### config.mk
export PLATFORM = sky130hd
export DESIGN_NAME = mem_port_arbiter
export DESIGN_NICKNAME = d
export VERILOG_FILES = /design/src/rtl/mem_port_arbiter.sv
export SDC_FILE = /design/constraint.sdc
export NUM_CORES = 1
export LEC_CHECK = 0
export CORE_AREA = 5 5 108 186
export CTS_CLUSTER_SIZE = 24
export DETAILED_ROUTE_END_ITERATION = 10
export DIE_AREA = 0 0 113 191
export GPL_TIMING_DRIVEN = 0
export PLACE_DENSITY_LB_ADDON = 0.3
export SLEW_MARGIN = 20
export SYNTH_ARGS = -nofsm -noshare
export SYNTH_HDL_FRONTEND = slang
export SYNTH_SLANG_ARGS = --single-unit
### constraint.sdc
create_clock -name clk_i -period 2.95 [get_ports clk_i]
set_input_delay 0.885 -clock clk_i [delete_from_list [all_inputs] [get_ports clk_i]]
set_output_delay 0.885 -clock clk_i [all_outputs]
set_load 0.005 [all_outputs]
### src/rtl/mem_port_arbiter.sv
// rtl/mem_port_arbiter.sv - req/gnt arbiter sharing the unified core memory between core and loader
//
// Purpose: accepts one access at a time from either the core memory interface
// (c_*) or the program loader/debug port (l_*), issues it to the memory,
// waits out the fixed read latency and returns read data with a one-cycle
// valid pulse to the requester that owns the access.
//
// Ports:
//   clk_i, reset_ni          clock (rising edge), asynchronous active-low reset
//   c_req_i/c_we_i/c_addr_i/c_wdata_i   core request fields, req held until c_gnt_o
//   c_gnt_o, c_rvalid_o, c_rdata_o      core grant pulse, read-valid pulse, read data
//   l_*                      loader port, same semantics as c_*
//   m_en_o/m_we_o/m_addr_o/m_wdata_o    memory strobe, write enable, address, write data
//   m_rdata_i                memory read data, valid RD_LAT cycles after the m_en cycle
//   busy_o                   high whenever an access is in progress
//
// Parameters: AW address width, DW data width, RD_LAT read latency (1..4).
// Build option: ARB_ROUND_ROBIN_EN - when defined, a tie goes to the requester
// that did not own the previous access; otherwise the core always wins ties.
// All outputs come straight from flops.

module mem_port_arbiter #(
  parameter int AW     = 32,
  parameter int DW     = 32,
  parameter int RD_LAT = 1
) (
  input  logic          clk_i,
  input  logic          reset_ni,
  input  logic          c_req_i,
  input  logic          c_we_i,
  input  logic [AW-1:0] c_addr_i,
  input  logic [DW-1:0] c_wdata_i,
  output logic          c_gnt_o,
  output logic          c_rvalid_o,
  output logic [DW-1:0] c_rdata_o,
  input  logic          l_req_i,
  input  logic          l_we_i,
  input  logic [AW-1:0] l_addr_i,
  input  logic [DW-1:0] l_wdata_i,
  output logic          l_gnt_o,
  output logic          l_rvalid_o,
  output logic [DW-1:0] l_rdata_o,
  output logic          m_en_o,
  output logic          m_we_o,
  output logic [AW-1:0] m_addr_o,
  output logic [DW-1:0] m_wdata_o,
  input  logic [DW-1:0] m_rdata_i,
  output logic          busy_o
);

  typedef enum logic [1:0] {
    S_IDLE  = 2'd0,
    S_ISSUE = 2'd1,
    S_WAIT  = 2'd2,
    S_RESP  = 2'd3
  } state_e;

  localparam logic       OWN_CORE = 1'b0;
  localparam logic       OWN_LDR  = 1'b1;
  // WAIT lasts RD_LAT cycles: the counter starts at RD_LAT-1 and the capture
  // happens in the cycle where it reads zero.
  localparam logic [1:0] CNT_INIT = 2'(RD_LAT - 1);

  state_e          state_q, state_d;
  logic [1:0]      cnt_q, cnt_d;
  logic            owner_q, owner_d;
  logic            we_q, we_d;
  logic [AW-1:0]   addr_q, addr_d;
  logic [DW-1:0]   wdata_q, wdata_d;
  logic [DW-1:0]   c_rdata_q, c_rdata_d;
  logic [DW-1:0]   l_rdata_q, l_rdata_d;
  logic            c_gnt_q, c_gnt_d;
  logic            l_gnt_q, l_gnt_d;
  logic            c_rvalid_q, c_rvalid_d;
  logic            l_rvalid_q, l_rvalid_d;
  logic            m_en_q, m_en_d;
  logic            m_we_q, m_we_d;
  logic            busy_q, busy_d;
  logic            pick_ldr;
`ifdef ARB_ROUND_ROBIN_EN
  logic            last_q, last_d;
`endif

  always_comb begin
    state_d   = state_q;
    cnt_d     = cnt_q;
    owner_d   = owner_q;
    we_d      = we_q;
    addr_d    = addr_q;
    wdata_d   = wdata_q;
    c_rdata_d = c_rdata_q;
    l_rdata_d = l_rdata_q;
`ifdef ARB_ROUND_ROBIN_EN
    last_d    = last_q;
    // On a tie, hand the memory to whoever did not have it last time.
    pick_ldr  = l_req_i && (!c_req_i || (last_q == OWN_CORE));
`else
    // Fixed priority: the loader only gets in when the core is not asking.
    pick_ldr  = l_req_i && !c_req_i;
`endif

    case (state_q)
      S_IDLE: begin
        if (c_req_i || l_req_i) begin
          owner_d = pick_ldr ? OWN_LDR : OWN_CORE;
          we_d    = pick_ldr ? l_we_i    : c_we_i;
          addr_d  = pick_ldr ? l_addr_i  : c_addr_i;
          wdata_d = pick_ldr ? l_wdata_i : c_wdata_i;
          state_d = S_ISSUE;
`ifdef ARB_ROUND_ROBIN_EN
          last_d  = pick_ldr ? OWN_LDR : OWN_CORE;
`endif
        end
      end
      S_ISSUE: begin
        if (we_q) begin
          state_d = S_IDLE;
        end else begin
          state_d = S_WAIT;
          cnt_d   = CNT_INIT;
        end
      end
      S_WAIT: begin
        if (cnt_q == 2'd0) begin
          // Only the owner's read-data register is ever touched.
          if (owner_q == OWN_LDR) begin
            l_rdata_d = m_rdata_i;
          end else begin
            c_rdata_d = m_rdata_i;
          end
          state_d = S_RESP;
        end else begin
          cnt_d = cnt_q - 2'd1;
        end
      end
      S_RESP: begin
        state_d = S_IDLE;
      end
      default: begin
        state_d = S_IDLE;
      end
    endcase

    // Strobes are decoded from the next state so they come out of flops in
    // the same cycle the FSM sits in the corresponding state.
    m_en_d     = (state_d == S_ISSUE);
    m_we_d     = m_en_d && we_d;
    c_gnt_d    = m_en_d && (owner_d == OWN_CORE);
    l_gnt_d    = m_en_d && (owner_d == OWN_LDR);
    c_rvalid_d = (state_d == S_RESP) && (owner_d == OWN_CORE);
    l_rvalid_d = (state_d == S_RESP) && (owner_d == OWN_LDR);
    busy_d     = (state_d != S_IDLE);
  end

  always_ff @(posedge clk_i or negedge reset_ni) begin
    if (!reset_ni) begin
      state_q    <= S_IDLE;
      cnt_q      <= 2'd0;
      owner_q    <= OWN_CORE;
      we_q       <= 1'b0;
      addr_q     <= '0;
      wdata_q    <= '0;
      c_rdata_q  <= '0;
      l_rdata_q  <= '0;
      c_gnt_q    <= 1'b0;
      l_gnt_q    <= 1'b0;
      c_rvalid_q <= 1'b0;
      l_rvalid_q <= 1'b0;
      m_en_q     <= 1'b0;
      m_we_q     <= 1'b0;
      busy_q     <= 1'b0;
`ifdef ARB_ROUND_ROBIN_EN
      last_q     <= OWN_LDR;
`endif
    end else begin
      state_q    <= state_d;
      cnt_q      <= cnt_d;
      owner_q    <= owner_d;
      we_q       <= we_d;
      addr_q     <= addr_d;
      wdata_q    <= wdata_d;
      c_rdata_q  <= c_rdata_d;
      l_rdata_q  <= l_rdata_d;
      c_gnt_q    <= c_gnt_d;
      l_gnt_q    <= l_gnt_d;
      c_rvalid_q <= c_rvalid_d;
      l_rvalid_q <= l_rvalid_d;
      m_en_q     <= m_en_d;
      m_we_q     <= m_we_d;
      busy_q     <= busy_d;
`ifdef ARB_ROUND_ROBIN_EN
      last_q     <= last_d;
`endif
    end
  end

  assign c_gnt_o    = c_gnt_q;
  assign l_gnt_o    = l_gnt_q;
  assign c_rvalid_o = c_rvalid_q;
  assign l_rvalid_o = l_rvalid_q;
  assign c_rdata_o  = c_rdata_q;
  assign l_rdata_o  = l_rdata_q;
  assign m_en_o     = m_en_q;
  assign m_we_o     = m_we_q;
  assign m_addr_o   = addr_q;
  assign m_wdata_o  = wdata_q;
  assign busy_o     = busy_q;

endmodule
==> results.md <==
- Avg Cell Area, Syn: 16.05 µm²
- Cts hold-fix bufs: 0
- CP dominant cell by count: buf_6
- Synth Cell Area: 6275 µm²
- Setup-failing EPs final: 0
- DIE AREA: 21580 µm²
- WP data required: 3.24 ns
- Worst path bufs/invs: 3
- Share of cells above drive strength 1: 34.12%
- TritonCTS clock tree: built
- Input/output buffers: 300
- Arr. time, crit path: 2.68 ns
- Clock root buffer: clkbuf_16
- WS Path Type: in -> reg
- Overflow after GRT: 0
- Seq/Total Area, Yosys: 56.23%
- # fillers: 1528
- Via count: 4438
- Top FF cell, synth: dfrtp_1
- DRC violations left: 0
- Min-delay worst type: in -> async
- Clock buffer depth: 2
- Leakage power: 4.359 nW
- Most frequent cells in the layout: clkdlybuf4s50_1 (299), mux2_2 (143), dfrtp_1 (141)
- Vias in the first global route: 5107
- DIE HEIGHT: 191 µm
- Worst hold margin: 0.3534 ns
- Chip Width: 113 µm
- Crit path capture type: register
- Distinct cells, synth: 27
- Final wirelength: 17.90 mm
- Maximum vdd drop: 0.5331 mV
- Commonest non-fill, non-tap cell in the layout: clkdlybuf4s50_1
- Syn nets: 558
- Max-slew violation count: 0
- Num Clock Sinks: 141
- Setup TNS: 0 ns
- Yosys top cell area share: 56.23%
- Final hold vios: 0
- Wire length per cell: 18.61 µm
- H-tree Lvls: 4
- Status: finished clean
- Initial antenna violation count: 0
- Pwr Density: 974.1 nW/µm²
- CP cell instances: clkdlybuf4s50_1 > nand2b_1 > buf_6 > buf_6 > mux2_4 > mux2_2
- CP peak stage delay: 0.56 ns
- Max transition margin: 67.18%
- CTS clk-pin slew, worst paths: 0.06 ns
- Critical Path Slowest Stage Cell: clkdlybuf4s50_1
- DRT iter0 DRCs: 102
- Synthesized flop and latch total: 141
- Mapped Cells: 391
- Ant diodes: 0
- Via density: 4.613
- Initial core utilization: 34.07%
- GPL Wtd Cong: 0.8220
- Max capacitance violation total: 0
- RSZ-0062 raised after global routing: no
- CTS Buf Count: 17
- Dominant cells by area after synthesis: dfrtp_1 (56%), mux2_2 (26%), mux2_4 (12%), buf_6 (2.0%), buf_2 (0.48%)
- CP Launch Type: input port
- Final net count: 878
- Core region area: 18420 µm²
- Largest net degree at the start of global routing: 98
- Post-CTS Resized: 0
- CP Max Fanout: 10
- Routed Antenna Nets: 0
- Clk Latency, worst-skew pair: 0.41 ns
- GRT Total Usage: 16.47%
- Layout area overhead: 63.11%
- Synth area leader: dfrtp_1
- Io pins: 301
- Fmax achieved: 0.4176 GHz
- Number of flops mapped to enable cells by yosys: 0
- Setup Fix Bufs, Post-CTS: 0
- TritonRoute pass-1 iters: 4
- Synth warn: 0
- HPWL Detailed: 14.09 mm
- Slew at the pin closest to its max-slew limit: 0.4922 ns
- Asr flop ratio synth: 100.0%
- First-pass GRT wire length: 27.52 mm
- FP Rows: 66
- Post-route minimum period: 2.395 ns
- Clock Skews: 0.006723 ns
- Tcrit/Tclk final: 81.18%
- Crit path max-delay family: buffers and inverters
==> worst register-to-register path, delay by kind of cell, from the launching register on <==
family	cells	cell delay [ns]
adder cells (fa/ha/maj)	1	0.20
multiplexers	1	0.38
buffers and inverters	2	0.42
flip-flops	1	0.40
AND/OR/NAND/NOR	2	0.40
==> state kept, by name, summed over array words and instances (netlist names) <==
name and cells:
l_gnt_o 1, we_q 1, l_rvalid_o 1, m_addr_o 32, owner_q 1, l_rdata_o 32
m_en_o 1, c_gnt_o 1, c_rvalid_o 1, c_rdata_o 32, m_wdata_o 32, m_we_o 1
busy_o 1, state_q 2, cnt_q 2
==> power breakdown <==
group	internal, mW	switching, mW	total (mW)
combinational	2.93	1.38	4.31
clock	1.46	0.788	2.25
sequential	2.91	0.500	3.41
==> stage by stage <==
stage	instance area (µm²)	setup WS (ns)	std cells	util, %	power (mW)
2_1_floorplan	6275	0.9675	391	-	5.134
3_3_place_gp	9575	-4.503	929	52.00	7.691
3_5_place_dp	9608	0.09801	930	52.17	7.844
4_1_cts	10230	0.5483	962	55.58	10.15
5_1_grt	10230	0.4966	962	55.58	10.56
6_report	10230	0.5551	962	55.58	9.970
==> final timing paths <==
check / endpoint / startpoint / cells after the start / slack [ns]
min in group clk_i: m_addr_o[23]$_DFFE_PN0P_ / m_addr_o[23]$_DFFE_PN0P_ / 1 / 0.50
worst min register to register: m_addr_o[23]$_DFFE_PN0P_ / m_addr_o[23]$_DFFE_PN0P_ / 1 / 0.50
worst max-delay path: m_wdata_o[1]$_DFFE_PN0P_ / c_req_i / 6 / 0.56
worst min-delay path: m_wdata_o[15]$_DFFE_PN0P_ / reset_ni / 1 / 0.35
max in group asynchronous: l_rdata_o[16]$_DFFE_PN0P_ / reset_ni / 2 / 1.79
worst max register to register: c_rdata_o[4]$_DFFE_PN0P_ / cnt_q[0]$_DFFE_PN0P_ / 6 / 1.03
==> cell usage after synthesis (2+ instances only) <==
| master | count |
|---|---|
| mux2_4 | 49 |
| nor2_1 | 4 |
| buf_2 | 6 |
| mux2_2 | 143 |
| nor2_2 | 2 |
| o21ai_0 | 2 |
| inv_1 | 5 |
| dfrtp_1 | 141 |
| nand2b_1 | 3 |
| nand3b_1 | 2 |
| nand2_1 | 3 |
| a21oi_1 | 3 |
| buf_4 | 4 |
| buf_6 | 11 |
==> layout make-up <==
| type | count | area, µm² | area share [%] |
|---|---|---|---|
| Buffer | 21 | 183.9 | 1.797 |
| Clock buffer | 22 | 464.2 | 4.535 |
| Clock inverter | 10 | 162.7 | 1.589 |
| Inverter | 5 | 18.77 | 0.1834 |
| Multi-Input combinational cell | 224 | 2544 | 24.85 |
| Sequential cell | 141 | 3528 | 34.47 |
| Tap cell | 238 | 297.8 | 2.910 |
| Timing Repair Buffer | 301 | 3035 | 29.66 |
==> per-layer routing <==
layer  GRT usage (%)  vias to the layer above  wire [µm]  part of all wire, %
met4           7.126                        0        453                  2.5
met5               0                        -          0                    0
li1                -                     2032          -                    -
met1           16.34                     2200       6182                   35
met2           30.80                      182      10040                   56
met3           5.385                       24       1229                  6.9
==> cells by family after synthesis <==
kind of cell | synth area share (%)
and+or+nand+nor | 1.635
adders and majority gates | 0.1994
buffers and inverters | 3.230
AOI/OAI and AO/OA | 1.157
DFF | 56.23
muxes | 37.55
No activity file was read; power rests on OpenSTA's default activity.
==> patch 1: new RTL, config.mk and constraints unchanged <==
The option `ARB_ROUND_ROBIN_EN` is turned on by a define.
--- a/src/rtl/mem_port_arbiter.sv
+++ b/src/rtl/mem_port_arbiter.sv
@@ -18,6 +18,8 @@
 // Build option: ARB_ROUND_ROBIN_EN - when defined, a tie goes to the requester
 // that did not own the previous access; otherwise the core always wins ties.
 // All outputs come straight from flops.
+
+`define ARB_ROUND_ROBIN_EN
 
 module mem_port_arbiter #(
   parameter int AW     = 32,
Check against the original RTL: not equivalent (a bounded check fails within 4 cycles, from zero or initial values and one cycle with reset_ni low).
==> patch 1 against the unedited design <==
- count of clock-buffer cells in the layout decreased by 3
- setup slack improved by 150 ps
- power decreased by 1.2%
- area after synthesis decreased by 2.7%
- hold slack improved by 69 ps
- sequential cell count increased by 1
- wire length increased by 4.2%
- final area decreased by 2.1%
- core utilization decreased by 1.1 points
- register-to-register slack about the same
- largest cell class unchanged
- highest routed layer unchanged
==> patch 1: results (changes against the unedited design) <==
outcome:
  outcome: "complete, no violations"
logic_synthesis:
  synth_fp_nets: 692  # +24%
  ys.flop_type: "dfrtp_1"
  synth_warnings: 0  # unchanged
  synthTopCellsByCount: "inv_1 (198), dfrtp_1 (141), a222oi_1 (64), mux2_2 (61), buf_6 (9)"
  ys_seq_area_frac: 0.582  # +0.0199
  synthArstFlopShare: 1.00  # unchanged
  synthTopCellsByArea: "dfrtp_1 (58%), inv_1 (12%), mux2_2 (11%)"
  synth_cell_type_count: 27  # unchanged
drt:
  dr.pass1.iters: 7  # +3
  totalWireLength_um: 18700  # +4.2%
  drtIter0Drc: 325  # +220%
  vias: 4940  # +11%
critical_path:
  crit_fanout: 2  # -8
  r2r_cells: 6  # unchanged
  crit_family: "buffers and inverters"
  crit_arrival_ps: 1360  # -1320 ps
  cp_slowest_cell: "clkdlybuf4s50_1"
  critPathMaxStageDelay_ps: 540  # -20 ps
clocking:
  clock_latency_ps: 410  # about the same
  clkSlewWorstSetupHoldPaths_ps: 70
  cts_setup_buffers: 0  # unchanged
  cts_buffers: 17  # unchanged
  htree_levels: 4  # unchanged
  cts_buffer_depth: 2  # unchanged
  post_cts_resized: 0  # unchanged
  root_buffer: "clkbuf_16"
power_and_ir_drop:
  p_leak_nw: 4.86  # +11%
  irDropWorstVdd_mv: 0.414  # -22%
  swShare: 0.293  # +0.0256
global_route:
  grt_max_degree: 74  # -24%
  grt_pass1_vias: 5297  # +3.7%
  antenna_found_initial: 0  # unchanged
  grt_pass1_wl_um: 29400  # +6.6%
  gr-usage-all-layers: 0.176  # +0.0113
finish:
  drive_above_1_share: 0.147  # -0.194
  nets: 1012  # +15%
placement:
  gp_congestion: 0.876  # +6.6%
  portBuffers: 300  # unchanged
  post-dp-hpwl_um: 14700  # +4.1%
min_path:
  min_path_type: "input port to async pin"
sta:
  slew_headroom: 0.619  # -0.0529
  finalClockSkew_ps: 12.3  # +5.55 ps
patch 1: stage by stage:
step / hold WS (ps) / area [µm²] / setup slack, ps / std cells / TNS [ps]
floorplan: 491 / 6110 / 1240 / 525 / 0
global placement: 487 / 9410 / -4980 / 1063 / -703730
detailed placement: 492 / 9440 / 364 / 1064 / 0
CTS: 443 / 10000 / 674 / 1096 / 0
global route: 439 / 10000 / 654 / 1096 / 0
finish: 422 / 10000 / 705 / 1097 / 0
patch 1: cells by family (layout without fill, tap and decap cells):
kind of cell,after synthesis,in the layout,synth area share
compound gates,72,72,0.114
buf+inv,225,558,0.158
simple gates,18,18,0.0193
other cells,0,1,0
fa+ha+maj,1,1,0.00205
flops,142,142,0.582
mux,67,67,0.125
patch 1: worst paths after layout:
kind,startpoint,endpoint,slack [ps]
max,m_wdata_o[11],m_wdata_o[11],710
min,reset_ni,m_addr_o[7],420
max reg2reg,cnt_q[0],c_rdata_o[16],1030
min reg2reg,l_rdata_o[15],l_rdata_o[15],500
max in group asynchronous,reset_ni,l_rdata_o[8],1770
min in group clk_i,l_rdata_o[15],l_rdata_o[15],500
patch 1: layout make-up:
| cell class | instances | area [µm²] |
|---|---|---|
| plain buffers | 27 | 220 |
| fillers | 1604 | 8390 |
| well taps | 238 | 298 |
| flip-flops and latches | 142 | 3550 |
| clock buffers | 19 | 443 |
| repair buffers | 301 | 3040 |
| multi-input cells | 158 | 1590 |
| inverters | 198 | 743 |
| diodes | 1 | 2.50 |
| clock inverters | 13 | 140 |
patch 1: per-layer routing:
| metal | up-vias | track usage | routed length [µm] |
|---|---|---|---|
| li1 | 2358 | - | - |
| met1 | 2313 | 0.182 | 6420 |
| met2 | 247 | 0.310 | 9730 |
| met3 | 22 | 0.0795 | 2120 |
| met4 | 0 | 0.0671 | 389 |
| met5 | - | 0 | 0 |
patch 1: power groups by stage:
stage | sequential [W] | combinational, W | clock, W
2_1_floorplan | 0.00348 | 0.00171 | 0
3_3_place_gp | 0.00341 | 0.00438 | 0
3_5_place_dp | 0.00345 | 0.00439 | 0
4_1_cts | 0.00342 | 0.00442 | 0.00219
5_1_grt | 0.00355 | 0.00471 | 0.00226
6_report | 0.00341 | 0.00433 | 0.00211
==> patch 2: new RTL, config.mk and constraints unchanged <==
Without the edit above. The 4 states of `state_e` get a one-hot encoding in 4 bits.
--- a/src/rtl/mem_port_arbiter.sv
+++ b/src/rtl/mem_port_arbiter.sv
@@ -48,11 +48,11 @@
   output logic          busy_o
 );
 
-  typedef enum logic [1:0] {
-    S_IDLE  = 2'd0,
-    S_ISSUE = 2'd1,
-    S_WAIT  = 2'd2,
-    S_RESP  = 2'd3
+  typedef enum logic [3:0] {
+    S_IDLE  = 4'b0001,
+    S_ISSUE = 4'b0010,
+    S_WAIT  = 4'b0100,
+    S_RESP  = 4'b1000
   } state_e;
 
   localparam logic       OWN_CORE = 1'b0;
Check against the original RTL: same outputs for any inputs over 4 cycles, from zero or initial values and one cycle with reset_ni low; so few cycles prove little.
==> patch 2 against the unedited design <==
- synthesized cell count is 21% higher
- power decreased by 11%
- global-route usage grew 0.20 points
- sequential share of layout area rose by 1.2 points
- sequential cell count increased by 2
- setup slack lost 300 ps
- die area unchanged
- count of clock-buffer cells in the layout decreased by 5
- clock power shrank 3%
- final area fell by 2.0%
- sequential power shrank 5%
- wire length grew 1.9%
- area after synthesis is 3.0% lower
- highest routed layer unchanged
==> patch 2: results (changes against the unedited design) <==
outcome:
  outcome: "complete, no violations"
logic_synthesis:
  synth_cell_type_count: 31  # +15%
  ys_seq_area_frac: 0.588  # +0.0259
  synth_fp_nets: 640  # +15%
  synthTopCellsByArea: "dfrtp_1 (58%), mux2i_1 (11%), mux2_4 (7.2%)"
  synthTopCellsByCount: "dfrtp_1 (142), o21ai_0 (67), mux2i_1 (66), nand2_1 (66), mux2_2 (35)"
drt:
  drtIter0Drc: 148  # +45%
  vias: 4826  # +8.7%
  totalWireLength_um: 18300  # +1.9%
placement:
  post_dp_cell_area_mm2: 0.00942  # -2.0%
  post-dp-hpwl_um: 14600  # +3.5%
  gp_congestion: 0.822  # about the same
  post-place-ws_ps: -241  # -339 ps
global_route:
  gr-usage-all-layers: 0.167  # +0.00203
  grt_max_degree: 88  # -10%
  grt_pass1_vias: 5457  # +6.9%
  grt_pass1_wl_um: 28100  # +2.1%
power_and_ir_drop:
  p_leak_nw: 4.60  # +5.5%
  irDropWorstVdd_mv: 0.456  # -14%
  swShare: 0.298  # +0.0308
critical_path:
  critPathMaxStageDelay_ps: 500  # -60 ps
  crit_arrival_ps: 3030  # +350 ps
  reg2reg_to: "m_wdata_o[15]"
  r2r_setup_slack_ps: 660  # -370 ps
  crit_fanout: 10  # unchanged
finish:
  nets: 960  # +9.3%
  drive_above_1_share: 0.144  # -0.197
  diodes: 0  # unchanged
  fillers: 1620  # +6.0%
sta:
  slew_headroom: 0.522  # -0.149
  finalClockSkew_ps: 6.77  # +0.0441 ps
==> patch 2: changes by cell type after synthesis, moves of 16 or more <==
cell,delta
clkbuf_1,+16
nand2_1,+63
o21ai_0,+65
mux2_2,-108
mux2_4,-20
mux2i_1,+65
==> patch 2: cells by family after synthesis <==
group,Yosys count,share of synthesized area
AO/OA/AOI/OAI,76,0.0662
buffers and inverters,35,0.0372
flip-flops,143,0.588
multiplexers,130,0.245
AND/OR/NAND/NOR,88,0.0615
adder cells (fa/ha/maj),1,0.00206
==> patch 2: through the flow <==
stage | hold WS (ps) | TNS [ps] | instances
after global placement | 464 | -661210 | 1011
after detailed placement | 469 | -6970 | 1012
after global routing | 398 | 0 | 1044
after floorplan | 467 | 0 | 473
after CTS | 383 | 0 | 1044
final | 379 | 0 | 1044
==> patch 2: worst max-delay path, delay by kind of cell <==
| kind | cells | cell delay (ps) |
|---|---|---|
| AO/OA/AOI/OAI | 2 | 580 |
| AND/OR/NAND/NOR | 1 | 120 |
| buffers and inverters | 3 | 1450 |
==> patch 2: power groups by stage <==
| stage | clock network [W] | registers (W) | logic (W) |
|---|---|---|---|
| 4_1_cts | 0.00226 | 0.00323 | 0.00356 |
| 2_1_floorplan | 0 | 0.00327 | 0.00121 |
| 6_report | 0.00219 | 0.00323 | 0.00348 |
| 5_1_grt | 0.00235 | 0.00333 | 0.00379 |
| 3_3_place_gp | 0 | 0.00322 | 0.00347 |
| 3_5_place_dp | 0 | 0.00325 | 0.00355 |
==> patch 2: per-layer routing <==
layer | global-route usage | share of wire
met1 | 0.171 | 0.36
met2 | 0.310 | 0.54
met3 | 0.0500 | 0.069
met4 | 0.0713 | 0.030
met5 | 0 | 0
==> patch 2: cell type report <==
class	count	area (µm²)	share of cell area
clock buffer	17	425	0.0424
inverter	6	22.5	0.00225
timing repair buffer	301	3040	0.303
sequential	143	3580	0.357
buffer	29	204	0.0203
multi-input combinational	295	2280	0.227
tap	238	298	0.0297
clock inverter	15	185	0.0185
==> patch 2: how the worst max path moves through the flow <==
stage | start | endpoint | slack (ps)
2_1_floorplan | state_q[0] | c_rdata_o[10] | 850
3_3_place_gp | reset_ni | m_wdata_o[2] | -4610
3_5_place_dp | l_req_i | m_wdata_o[19] | -240
4_1_cts | l_req_i | m_wdata_o[15] | 170
5_1_grt | l_req_i | m_wdata_o[15] | 2
6_report | l_req_i | m_wdata_o[15] | 250
